===== config.mk =====
export PLATFORM = sky130hd
export DESIGN_NAME = axi4_stream_pkt_defrag_flat
export DESIGN_NICKNAME = d
export VERILOG_FILES = /design/src/rtl/axi4_stream_if.sv /design/src/rtl/axi4_stream_pkt_defrag.sv /design/src/flat_wrapper.sv
export SDC_FILE = /design/constraint.sdc
export NUM_CORES = 1
export LEC_CHECK = 0
export BUFFER_PORTS_ARGS = -buffer_cell sky130_fd_sc_hd__buf_2
export CAP_MARGIN = 20
export CORE_UTILIZATION = 60
export DETAILED_ROUTE_END_ITERATION = 10
export PLACE_DENSITY_LB_ADDON = 0.05
export SLEW_MARGIN = 0
export SYNTH_ARGS = -nofsm -noshare
export SYNTH_HDL_FRONTEND = slang
export SYNTH_SLANG_ARGS = --single-unit

===== constraint.sdc =====
create_clock -name clk_i -period 13.86 [get_ports clk_i]
set_input_delay 0.693 -clock clk_i [delete_from_list [all_inputs] [get_ports clk_i]]
set_output_delay 0.693 -clock clk_i [all_outputs]
set_load 0.02 [all_outputs]

===== src/rtl/axi4_stream_if.sv =====
// axi4_stream_if: AXI4-Stream bundle with master/slave modports.
// Signals: tvalid/tready handshake, tdata, tkeep, tstrb, tlast, tid, tdest, tuser.
interface axi4_stream_if #(
    parameter int TDATA_WIDTH = 64,
    parameter int TID_WIDTH   = 1,
    parameter int TDEST_WIDTH = 1,
    parameter int TUSER_WIDTH = 1
);
    logic                     tvalid;
    logic                     tready;
    logic [TDATA_WIDTH-1:0]   tdata;
    logic [TDATA_WIDTH/8-1:0] tkeep;
    logic [TDATA_WIDTH/8-1:0] tstrb;
    logic                     tlast;
    logic [TID_WIDTH-1:0]     tid;
    logic [TDEST_WIDTH-1:0]   tdest;
    logic [TUSER_WIDTH-1:0]   tuser;
    modport master (output tvalid, tdata, tkeep, tstrb, tlast, tid, tdest, tuser, input tready);
    modport slave  (input tvalid, tdata, tkeep, tstrb, tlast, tid, tdest, tuser, output tready);
endinterface


===== src/rtl/axi4_stream_pkt_defrag.sv =====
// axi4_stream_pkt_defrag: merges byte fragments into full-width packet beats.
// Ports: clk_i clock; rst_i async active-high reset;
//        pkt_i fragment stream in (tuser[0] on tlast marks end of packet);
//        pkt_o packet stream out (tuser[0] mirrors tlast).
module axi4_stream_pkt_defrag #(
    parameter int TDATA_WIDTH = 64,
    parameter int TID_WIDTH   = 1,
    parameter int TDEST_WIDTH = 1,
    parameter int TUSER_WIDTH = 1
) (
    input logic            clk_i,
    input logic            rst_i,
    axi4_stream_if.slave   pkt_i,
    axi4_stream_if.master  pkt_o
);
    localparam int W  = TDATA_WIDTH / 8;
    localparam int CW = $clog2(2 * W + 1);
    localparam logic [CW-1:0] WC = CW'(W);

    logic [16*W-1:0]        data_q, data_d, in_data, byte_mask;
    logic [2*W-1:0]         keep_q, keep_d, strb_q, strb_d, in_keep, in_strb, wmask;
    logic [CW-1:0]          cnt_q, cnt_d, cnt_s, n, take;
    logic                   flush_q, flush_d, first_q, first_d;
    logic [TID_WIDTH-1:0]   id_q, id_d;
    logic [TDEST_WIDTH-1:0] dest_q, dest_d;
    logic [TUSER_WIDTH-1:0] user_q, user_d;
    logic                   rx, tx, eop;

    always_comb begin
        n = '0;
        for (int i = 0; i < W; i++) n = n + CW'(pkt_i.tkeep[i]);
        take         = (cnt_q >= WC) ? WC : cnt_q;
        pkt_i.tready = !flush_q && (cnt_q <= WC);
        pkt_o.tvalid = (cnt_q >= WC) || (flush_q && cnt_q != '0);
        pkt_o.tlast  = flush_q && (cnt_q <= WC);
        rx           = pkt_i.tvalid && pkt_i.tready;
        tx           = pkt_o.tvalid && pkt_o.tready;
        eop          = pkt_i.tlast && pkt_i.tuser[0];
        // Output shift happens first, so incoming bytes land after what survives it.
        cnt_s   = tx ? cnt_q - take : cnt_q;
        in_keep = {{W{1'b0}}, pkt_i.tkeep} << cnt_s;
        in_strb = {{W{1'b0}}, pkt_i.tstrb} << cnt_s;
        in_data = {{8*W{1'b0}}, pkt_i.tdata} << {cnt_s, 3'b000};
        wmask   = rx ? in_keep : '0;
        byte_mask = '0;
        for (int j = 0; j < 2 * W; j++) byte_mask[8*j +: 8] = {8{wmask[j]}};
        data_d  = ((tx ? data_q >> (8 * W) : data_q) & ~byte_mask) | (in_data & byte_mask);
        keep_d  = ((tx ? keep_q >> W : keep_q) & ~wmask) | (in_keep & wmask);
        strb_d  = ((tx ? strb_q >> W : strb_q) & ~wmask) | (in_strb & wmask);
        cnt_d   = rx ? cnt_s + n : cnt_s;
        // An empty packet tail leaves nothing to emit, so flush ends on its own.
        flush_d = (rx && eop) ? 1'b1 :
                  ((tx && pkt_o.tlast) || (flush_q && cnt_q == '0)) ? 1'b0 : flush_q;
        first_d = rx ? eop : first_q;
        id_d    = (rx && first_q) ? pkt_i.tid   : id_q;
        dest_d  = (rx && first_q) ? pkt_i.tdest : dest_q;
        user_d  = (rx && first_q) ? pkt_i.tuser : user_q;
    end

    always_comb begin
        pkt_o.tdata = data_q[8*W-1:0];
        pkt_o.tkeep = '0;
        pkt_o.tstrb = '0;
        for (int i = 0; i < W; i++) begin
            pkt_o.tkeep[i] = keep_q[i] && (CW'(i) < take);
            pkt_o.tstrb[i] = strb_q[i] && (CW'(i) < take);
        end
        pkt_o.tid      = id_q;
        pkt_o.tdest    = dest_q;
        pkt_o.tuser    = user_q;
        pkt_o.tuser[0] = pkt_o.tlast;
    end

    always_ff @(posedge clk_i or posedge rst_i) begin
        if (rst_i) begin
            data_q  <= '0;
            keep_q  <= '0;
            strb_q  <= '0;
            cnt_q   <= '0;
            flush_q <= 1'b0;
            first_q <= 1'b1;
            id_q    <= '0;
            dest_q  <= '0;
            user_q  <= '0;
        end else begin
            data_q  <= data_d;
            keep_q  <= keep_d;
            strb_q  <= strb_d;
            cnt_q   <= cnt_d;
            flush_q <= flush_d;
            first_q <= first_d;
            id_q    <= id_d;
            dest_q  <= dest_d;
            user_q  <= user_d;
        end
    end
endmodule

===== src/flat_wrapper.sv =====
// flat-port wrapper written by rule: the top's interface ports become plain ports
module axi4_stream_pkt_defrag_flat 
#(
    parameter int TDATA_WIDTH = 64,
    parameter int TID_WIDTH   = 1,
    parameter int TDEST_WIDTH = 1,
    parameter int TUSER_WIDTH = 1
)
  (clk_i, rst_i, pkt_i_tvalid, pkt_i_tdata, pkt_i_tkeep, pkt_i_tstrb, pkt_i_tlast, pkt_i_tid, pkt_i_tdest, pkt_i_tuser, pkt_i_tready, pkt_o_tvalid, pkt_o_tdata, pkt_o_tkeep, pkt_o_tstrb, pkt_o_tlast, pkt_o_tid, pkt_o_tdest, pkt_o_tuser, pkt_o_tready);
  axi4_stream_if #(.TDATA_WIDTH(TDATA_WIDTH), .TID_WIDTH(TID_WIDTH), .TDEST_WIDTH(TDEST_WIDTH), .TUSER_WIDTH(TUSER_WIDTH)) pkt_i_i ();
  axi4_stream_if #(.TDATA_WIDTH(TDATA_WIDTH), .TID_WIDTH(TID_WIDTH), .TDEST_WIDTH(TDEST_WIDTH), .TUSER_WIDTH(TUSER_WIDTH)) pkt_o_i ();
  input logic clk_i;
  input logic rst_i;
  input wire logic [$bits(pkt_i_i.tvalid)-1:0] pkt_i_tvalid;
  input wire logic [$bits(pkt_i_i.tdata)-1:0] pkt_i_tdata;
  input wire logic [$bits(pkt_i_i.tkeep)-1:0] pkt_i_tkeep;
  input wire logic [$bits(pkt_i_i.tstrb)-1:0] pkt_i_tstrb;
  input wire logic [$bits(pkt_i_i.tlast)-1:0] pkt_i_tlast;
  input wire logic [$bits(pkt_i_i.tid)-1:0] pkt_i_tid;
  input wire logic [$bits(pkt_i_i.tdest)-1:0] pkt_i_tdest;
  input wire logic [$bits(pkt_i_i.tuser)-1:0] pkt_i_tuser;
  output wire logic [$bits(pkt_i_i.tready)-1:0] pkt_i_tready;
  output wire logic [$bits(pkt_o_i.tvalid)-1:0] pkt_o_tvalid;
  output wire logic [$bits(pkt_o_i.tdata)-1:0] pkt_o_tdata;
  output wire logic [$bits(pkt_o_i.tkeep)-1:0] pkt_o_tkeep;
  output wire logic [$bits(pkt_o_i.tstrb)-1:0] pkt_o_tstrb;
  output wire logic [$bits(pkt_o_i.tlast)-1:0] pkt_o_tlast;
  output wire logic [$bits(pkt_o_i.tid)-1:0] pkt_o_tid;
  output wire logic [$bits(pkt_o_i.tdest)-1:0] pkt_o_tdest;
  output wire logic [$bits(pkt_o_i.tuser)-1:0] pkt_o_tuser;
  input wire logic [$bits(pkt_o_i.tready)-1:0] pkt_o_tready;
  assign pkt_i_i.tvalid = pkt_i_tvalid;
  assign pkt_i_i.tdata = pkt_i_tdata;
  assign pkt_i_i.tkeep = pkt_i_tkeep;
  assign pkt_i_i.tstrb = pkt_i_tstrb;
  assign pkt_i_i.tlast = pkt_i_tlast;
  assign pkt_i_i.tid = pkt_i_tid;
  assign pkt_i_i.tdest = pkt_i_tdest;
  assign pkt_i_i.tuser = pkt_i_tuser;
  assign pkt_i_tready = pkt_i_i.tready;
  assign pkt_o_tvalid = pkt_o_i.tvalid;
  assign pkt_o_tdata = pkt_o_i.tdata;
  assign pkt_o_tkeep = pkt_o_i.tkeep;
  assign pkt_o_tstrb = pkt_o_i.tstrb;
  assign pkt_o_tlast = pkt_o_i.tlast;
  assign pkt_o_tid = pkt_o_i.tid;
  assign pkt_o_tdest = pkt_o_i.tdest;
  assign pkt_o_tuser = pkt_o_i.tuser;
  assign pkt_o_i.tready = pkt_o_tready;
  axi4_stream_pkt_defrag #(.TDATA_WIDTH(TDATA_WIDTH), .TID_WIDTH(TID_WIDTH), .TDEST_WIDTH(TDEST_WIDTH), .TUSER_WIDTH(TUSER_WIDTH)) u_core (.clk_i(clk_i), .rst_i(rst_i), .pkt_i(pkt_i_i), .pkt_o(pkt_o_i));
endmodule

==> results of run 1 <==
[layout make-up]
| type | count | area (sq um) | area share |
|---|---|---|---|
| sequential | 169 | 4230 | 0.332 |
| inverter | 22 | 88.8 | 0.00697 |
| clock buffer | 17 | 425 | 0.0334 |
| tap | 265 | 332 | 0.0260 |
| multi-input combinational | 902 | 6540 | 0.512 |
| clock inverter | 14 | 153 | 0.0120 |
| timing repair buffer | 189 | 990 | 0.0776 |
[final timing paths]
kind | start | endpoint
max reg2reg | u_core.cnt_q[4]$_DFF_PP0_ | u_core.cnt_q[4]$_DFF_PP0_
min reg2reg | u_core.keep_q[12]$_DFF_PP0_ | u_core.keep_q[12]$_DFF_PP0_
min | rst_i | u_core.data_q[109]$_DFF_PP0_
max | u_core.cnt_q[4]$_DFF_PP0_ | u_core.cnt_q[4]$_DFF_PP0_
min in group clk_i | u_core.keep_q[12]$_DFF_PP0_ | u_core.keep_q[12]$_DFF_PP0_
max in group asynchronous | rst_i | u_core.strb_q[10]$_DFF_PP0_
[layer usage]
layer / share of wire / wire length, um
met5: 0 / 0
met3: 0.090 / 3110
met2: 0.43 / 15000
met1: 0.45 / 15500
met4: 0.029 / 997
[cell usage in the layout (no fill, tap or decap), drive strengths merged, types with 4 or more instances in the layout]
| master | count |
|---|---|
| nand2 | 187 |
| o21bai | 9 |
| inv | 31 |
| and3 | 18 |
| a21boi | 6 |
| o31a | 4 |
| o21a | 6 |
| nand3 | 20 |
| nor2b | 5 |
| fa | 4 |
| clkbuf | 17 |
| mux2 | 4 |
| nor2 | 83 |
| a2bb2oi | 19 |
| o2bb2ai | 9 |
| ha | 11 |
| a2111oi | 11 |
| mux4 | 9 |
| and2 | 8 |
| a31oi | 27 |
| o21ai | 26 |
| a21oi | 49 |
| a221o | 9 |
| mux2i | 266 |
| buf | 189 |
| a22oi | 53 |
| dfrtp | 168 |
| a21o | 9 |
| nor3 | 13 |
[cell families after synthesis]
group	Yosys count	share of synthesized area
other	1	0.000317
buffers and inverters	186	0.0930
adder cells (fa/ha/maj)	15	0.0184
AO/OA/AOI/OAI	253	0.154
XOR/XNOR	4	0.00296
multiplexers	279	0.246
AND/OR/NAND/NOR	350	0.129
flip-flops	169	0.357
[stage by stage]
stage | worst slack [ns] | hold slack [ns] | cells
2_1_floorplan | 8.59 | 0.447 | 1257
6_report | 8.95 | 0.436 | 1578
3_3_place_gp | 8.75 | 0.461 | 1546
5_1_grt | 8.66 | 0.482 | 1578
4_1_cts | 8.97 | 0.463 | 1578
3_5_place_dp | 8.75 | 0.465 | 1547
[power by group]
group | leakage [nW] | internal, mW | switching (mW)
clock network | 0.277 | 0.256 | 0.229
logic | 3.77 | 0.745 | 1.31
registers | 2.29 | 0.635 | 0.107
[critical path: cells and delay by family, from the launching register on]
family / cells / cell delay [ns]
flops: 1 / 0.61
xor+xnor: 2 / 0.30
fa+ha+maj: 3 / 1.22
compound gates: 2 / 0.32
simple gates: 3 / 1.13
buf+inv: 4 / 1.17
==> qor.csv, run 1 <==
stage,metric,value,unit
run_status,outcome,completed,
clock_tree,worst-skew pair later-pin latency,0.43,ns
finish,share of layout cells above drive strength 1,0.196,
clock_tree,total number of H-tree levels,4,
place,DP Wirelength,24.4,mm
detailed_routing,WL per Instance,21.9,um
worst_setup_path,"slowest stage delay, CP",1.00,ns
synthesis,most numerous cell in the Yosys netlist,mux2i_1,
grt,vias in the first global route,9082,
synthesis,top-area cell type share of the netlist area,0.355,
detailed_routing,total number of vias,9903,
synthesis,synthesized area,0.0118,sq mm
place,Post-DP Area,0.0122,sq mm
detailed_routing,WL final,34.6,mm
worst_setup_path,Crit Path Max Fanout,72,
worst_setup_path,worst-case reg-to-reg path depth,14,
power,Pwr Total,3.29,mW
synthesis,sequential fraction of the synthesis area,0.357,
worst_setup_path,slowest cell on the critical path,clkinv_2,
detailed_routing,via-per-instance ratio,6.28,
power,pwr dens,258,mW/mm^2
worst_setup_path,Required @ worst endpoint,14.18,ns
clock_tree,clock-pin slew on the worst setup and hold paths,0.08,ns
grt,M1 GR Usage,0.510,
sta,Final Hold Viols,0,
synthesis,cell count after synthesis,1257,
sta,Worst-Margin Slew,1.13,ns
floorplanning,# IOs,174,
synthesis,Mapped Nets,1360,
sta,fmax,0.204,GHz
place,Final GP Congestion,1.00,
finish,ANT cells,0,
worst_setup_path,worst path cell trace,nand4bb_1 -> and2_4 -> clkinv_2 -> fa_1 -> inv_1 -> ha_1 -> inv_1 -> fa_1 -> inv_1 -> a21o_1 -> a21oi_1 -> xnor2_1 -> nand2_1 -> xor2_1,
sta,minimum clock period,4.91,ns
sta,Worst slew margin,0.244,
grt,GR peak layer,met1,
floorplanning,Placeable Area,0.0194,sq mm
finish,synth-to-layout area growth,7.65,%
synthesis,"top cells by area, synth","dfrtp_1 (35%), mux2i_1 (22%), nand2_1 (5.9%), buf_4 (4.7%), a22oi_1 (3.4%)",
synthesis,Yosys cell types,69,
min_path,worst hold-check path type,input pin to async pin,
finish,FILL cells,1723,
clock_tree,Num CTS Buffers,17,
place,port bufs,173,
grt,total grt overflow,0,
sta,fin. max-slew vios,0,
grt,largest net degree at the start of global routing,97,
grt,gr usage total,0.344,
sta,fin crit share,0.354,
finish,NumNets Final,1404,
floorplanning,Rows,51,
floorplanning,chip height,143,um
clock_tree,Num Clock Sinks,169,
synthesis,Post-synth EDFFs,0,
run,Max-Cap Viols,0,
synthesis,asr flop ratio synth,1.00,
clock_tree,Setup Buffers After CTS,0,
power,LEAKAGE,6.34,nW
sta,clk_skew,0.0161,ns
grt,GR met3 Demand/Resource,0.0673,
worst_setup_path,Crit Path Class,register to register,
synthesis,"area leader, netlist",dfrtp_1,
clock_tree,CTS tree,built,
grt,initial antenna violation count,0,
synthesis,Yosys reg bits,169,
grt,global-route wire length before repair,52.7,mm
detailed_routing,Iter 0 DRT Violations,1155,
sta,RSZ-0062 raised after global routing,no,
clock_tree,clock buffer depth,2,
worst_setup_path,Most common cell on crit path,inv_1,
power,maximum vdd drop,0.211,mV
sta,count of final setup violators,0,
synthesis,Synth Flop Type,dfrtp_1,
sta,setup TNS,0,ns
clock_tree,post-CTS sizing,0,
worst_setup_path,R2R setup slack,8.95,ns
detailed_routing,First-pass DRT Iterations,5,
floorplanning,Initial Utilization,0.611,
finish,"Core Util, Final",0.657,
detailed_routing,post-route ant nets,0,
grt,grt met2 use,0.497,
synthesis,mean post-synth cell area,9.43,sq um
finish,Final Cell Area,0.0128,sq mm
detailed_routing,number of remaining DRC errors,0,
floorplanning,die width,143,um
synthesis,Post-synth top cells,"mux2i_1 (266), nand2_1 (185), dfrtp_1 (168)",
worst_setup_path,Worst Path Arrival,5.23,ns
floorplanning,die area,0.0203,sq mm
clock_tree,count of hold-fix buffers inserted at cts,0,
clock_tree,clk root buf,clkbuf_16,
worst_setup_path,Startpoint Class,register,
synthesis,synth warn,0,
worst_setup_path,Crit. End Element,register,
(Power assumes the default switching activity.)
==> run 2, diff against run 1 <==
ABC_AREA = 1   (was not set)
clock period = 4.8 ns   (was 13.86 ns; I/O delays follow)
==> qor.csv, run 2 <==
stage,metric,value,unit
sta,setup ws final,0.685,ns
synthesis,mean post-synth cell area,6.25,sq um
worst_setup_path,"Buf+Inv Stages, Crit Path",4,
grt,total grt overflow,0,
sta,fin. max-slew vios,0,
sta,Worst-Margin Slew,1.07,ns
place,Post-DP Area,0.0136,sq mm
min_path,worst hold-check path type,input pin to async pin,
clock_tree,worst-skew pair later-pin latency,0.44,ns
grt,initial antenna violation count,0,
finish,ANT cells,0,
power,Int Power,4.41,mW
place,Final GP Congestion,1.04,
finish,Final Instance Count excl. Fillers,2464,
power,Clock Power Share,0.129,
worst_setup_path,"CP delay by family, top",adder cells,
power,maximum vdd drop,0.547,mV
power,LEAKAGE,8.07,nW
power,sequential share of power,0.195,
finish,FILL cells,2083,
clock_tree,clock-pin slew on the worst setup and hold paths,0.08,ns
synthesis,Post-synth EDFFs,0,
clock_tree,CTS tree,built,
detailed_routing,total number of vias,14100,
detailed_routing,routed length on met1,18.6,mm
detailed_routing,number of remaining DRC errors,0,
detailed_routing,via-per-instance ratio,5.73,
sta,count of final setup violators,0,
worst_setup_path,Crit Path Max Fanout,18,
place,DP Wirelength,34.4,mm
sta,minimum clock period,4.11,ns
floorplanning,die width,151,um
synthesis,Post-synth top cells,"nand2_1 (836), nand3_1 (374), inv_1 (177)",
finish,Final Cell Area,0.0142,sq mm
detailed_routing,WL final,46.3,mm
worst_setup_path,Crit. End Element,register,
place,dpl cells,2431,
detailed_routing,top sig layer,met4,
synthesis,Yosys cell types,43,
worst_setup_path,worst-case reg-to-reg path depth,19,
finish,most frequent cells in the layout,"nand2_1 (835), nand3_1 (374), inv_1 (176)",
worst_setup_path,Worst Path Arrival,4.44,ns
clock_tree,total number of H-tree levels,4,
power,pwr dens,754,mW/mm^2
worst_setup_path,Required @ worst endpoint,5.12,ns
clock_tree,post-CTS sizing,0,
sta,hold slack,-0.0531,ns
worst_setup_path,R2R setup slack,0.69,ns
sta,RSZ-0062 raised after global routing,no,
floorplanning,Placeable Area,0.0218,sq mm
synthesis,Yosys reg bits,169,
synthesis,most numerous cell in the Yosys netlist,nand2_1,
sta,setup TNS,0,ns
synthesis,sequential fraction of the synthesis area,0.317,
synthesis,synthesized area,0.0133,sq mm
worst_setup_path,Crit Path Class,register to register,
detailed_routing,First-pass DRT Iterations,7,
worst_setup_path,"slowest stage delay, CP",0.47,ns
worst_setup_path,r2r startpoint,u_core.cnt_q[3]$_DFF_PP0_,
finish,share of layout cells above drive strength 1,0.135,
grt,gr usage total,0.418,
synthesis,"area leader, netlist",dfrtp_1,
clock_tree,clk root buf,clkbuf_16,
synthesis,Synth Flop Type,dfrtp_1,
finish,NumNets Final,2274,
detailed_routing,WL per Instance,18.8,um
sta,fmax,0.243,GHz
floorplanning,Initial Utilization,0.612,
run_status,failing checks,hold timing,
sta,clk_skew,0.0121,ns
run,Max-Cap Viols,0,
clock_tree,Num Clock Sinks,169,
finish,"Core Util, Final",0.652,
detailed_routing,met2 WL,20.5,mm
sta,fin crit share,0.857,
detailed_routing,WL met3,4.87,mm
synthesis,synth warn,0,
clock_tree,count of hold-fix buffers inserted at cts,0,
power,Net Sw Power,6.32,mW
detailed_routing,Iter 0 DRT Violations,1613,
worst_setup_path,Startpoint Class,register,
synthesis,cell count after synthesis,2134,
power,Pwr Total,10.7,mW
finish,synth-to-layout area growth,6.66,%
synthesis,"top cells by area, synth","dfrtp_1 (31%), nand2_1 (24%), nand3_1 (14%), inv_1 (5.0%), buf_4 (4.4%)",
sta,Final Hold Viols,21,
sta,Worst slew margin,0.286,
grt,vias in the first global route,12900,
power,Comb power frac,0.676,
clock_tree,Setup Buffers After CTS,0,
clock_tree,clock buffer depth,2,
floorplanning,die area,0.0228,sq mm
worst_setup_path,worst path cell trace,inv_2 -> nand2_2 -> nand2_1 -> ha_1 -> inv_1 -> nand3_2 -> nand2_4 -> xor2_1 -> inv_1 -> ha_1 -> ha_1 -> inv_1 -> fa_1 -> or2_2 -> nand2_1 -> a21oi_1 -> a21oi_1 -> o21ai_0 -> xor2_1,
clock_tree,Num CTS Buffers,17,
synthesis,Mapped Nets,2237,
power,Sw Share,0.589,
place,port bufs,173,
grt,largest net degree at the start of global routing,170,
run_status,outcome,"complete, but fails checks",
worst_setup_path,slowest cell on the critical path,dfrtp_1,
grt,global-route wire length before repair,71.3,mm
floorplanning,# IOs,174,
detailed_routing,post-route ant nets,0,
place,pre-CTS worst setup slack,0.749,ns
finish,"commonest non-fill, non-tap cell in the layout",nand2_1,
synthesis,top-area cell type share of the netlist area,0.315,
synthesis,asr flop ratio synth,1.00,
floorplanning,Rows,54,
worst_setup_path,RR Endpoint,u_core.cnt_q[4]$_DFF_PP0_,
floorplanning,chip height,151,um
## run 2: power groups by stage
stage	Combinational [mW]	Clock [mW]	Sequential [mW]
after floorplan	5.30	0	2.07
after global placement	6.91	0	2.10
after detailed placement	6.96	0	2.11
after CTS	7.01	1.38	2.09
after global routing	7.89	1.44	2.15
final	7.25	1.39	2.10
## run 2: cells by family (layout without fill, tap and decap cells)
kind of cell    count (synthesis)  in the layout  synth area share
xor+xnor                        3              3           0.00197
fa+ha+maj                      15             15            0.0163
mux                             2              2           0.00169
buf+inv                       362            412             0.135
flops                         169            169             0.317
compound gates                161            161            0.0657
other cells                     1              1          0.000281
simple gates                 1421           1421             0.462
## run 2: metal layers
layer / up-vias / track usage
li1: 6743 / -
met2: 783 / 0.636
met3: 134 / 0.0810
met5: - / 0
met4: 0 / 0.219
met1: 6463 / 0.561
## run 2: worst max path at each step
stage	from	to	slack, ns	cells past startpoint
6_report	u_core.cnt_q[3]$_DFF_PP0_	u_core.cnt_q[4]$_DFF_PP0_	0.69	19
5_1_grt	u_core.cnt_q[4]$_DFF_PP0_	u_core.cnt_q[4]$_DFF_PP0_	0.37	19
4_1_cts	u_core.cnt_q[3]$_DFF_PP0_	u_core.cnt_q[4]$_DFF_PP0_	0.73	19
3_5_place_dp	u_core.cnt_q[3]$_DFF_PP0_	u_core.cnt_q[4]$_DFF_PP0_	0.75	19
3_3_place_gp	u_core.cnt_q[3]$_DFF_PP0_	u_core.cnt_q[4]$_DFF_PP0_	0.86	19
2_1_floorplan	u_core.cnt_q[3]$_DFF_PP0_	u_core.cnt_q[4]$_DFF_PP0_	0.99	21
## run 2: layout make-up
| type | instances | area [sq um] | share of cell area |
|---|---|---|---|
| Tap cell | 280 | 350 | 0.0246 |
| Sequential cell | 169 | 4230 | 0.297 |
| Multi-Input combinational cell | 1603 | 7320 | 0.515 |
| Clock buffer | 18 | 439 | 0.0309 |
| Clock inverter | 14 | 131 | 0.00923 |
| Timing Repair Buffer | 193 | 1050 | 0.0737 |
| Inverter | 187 | 711 | 0.0499 |
## run 2: worst reg2reg max path: cells and delay by family (launching register included)
family,cells,cell delay (ns)
compound gates,3,0.33
simple gates,6,1.22
buf+inv,4,0.35
xor+xnor,2,0.35
fa+ha+maj,4,1.28
flops,1,0.47
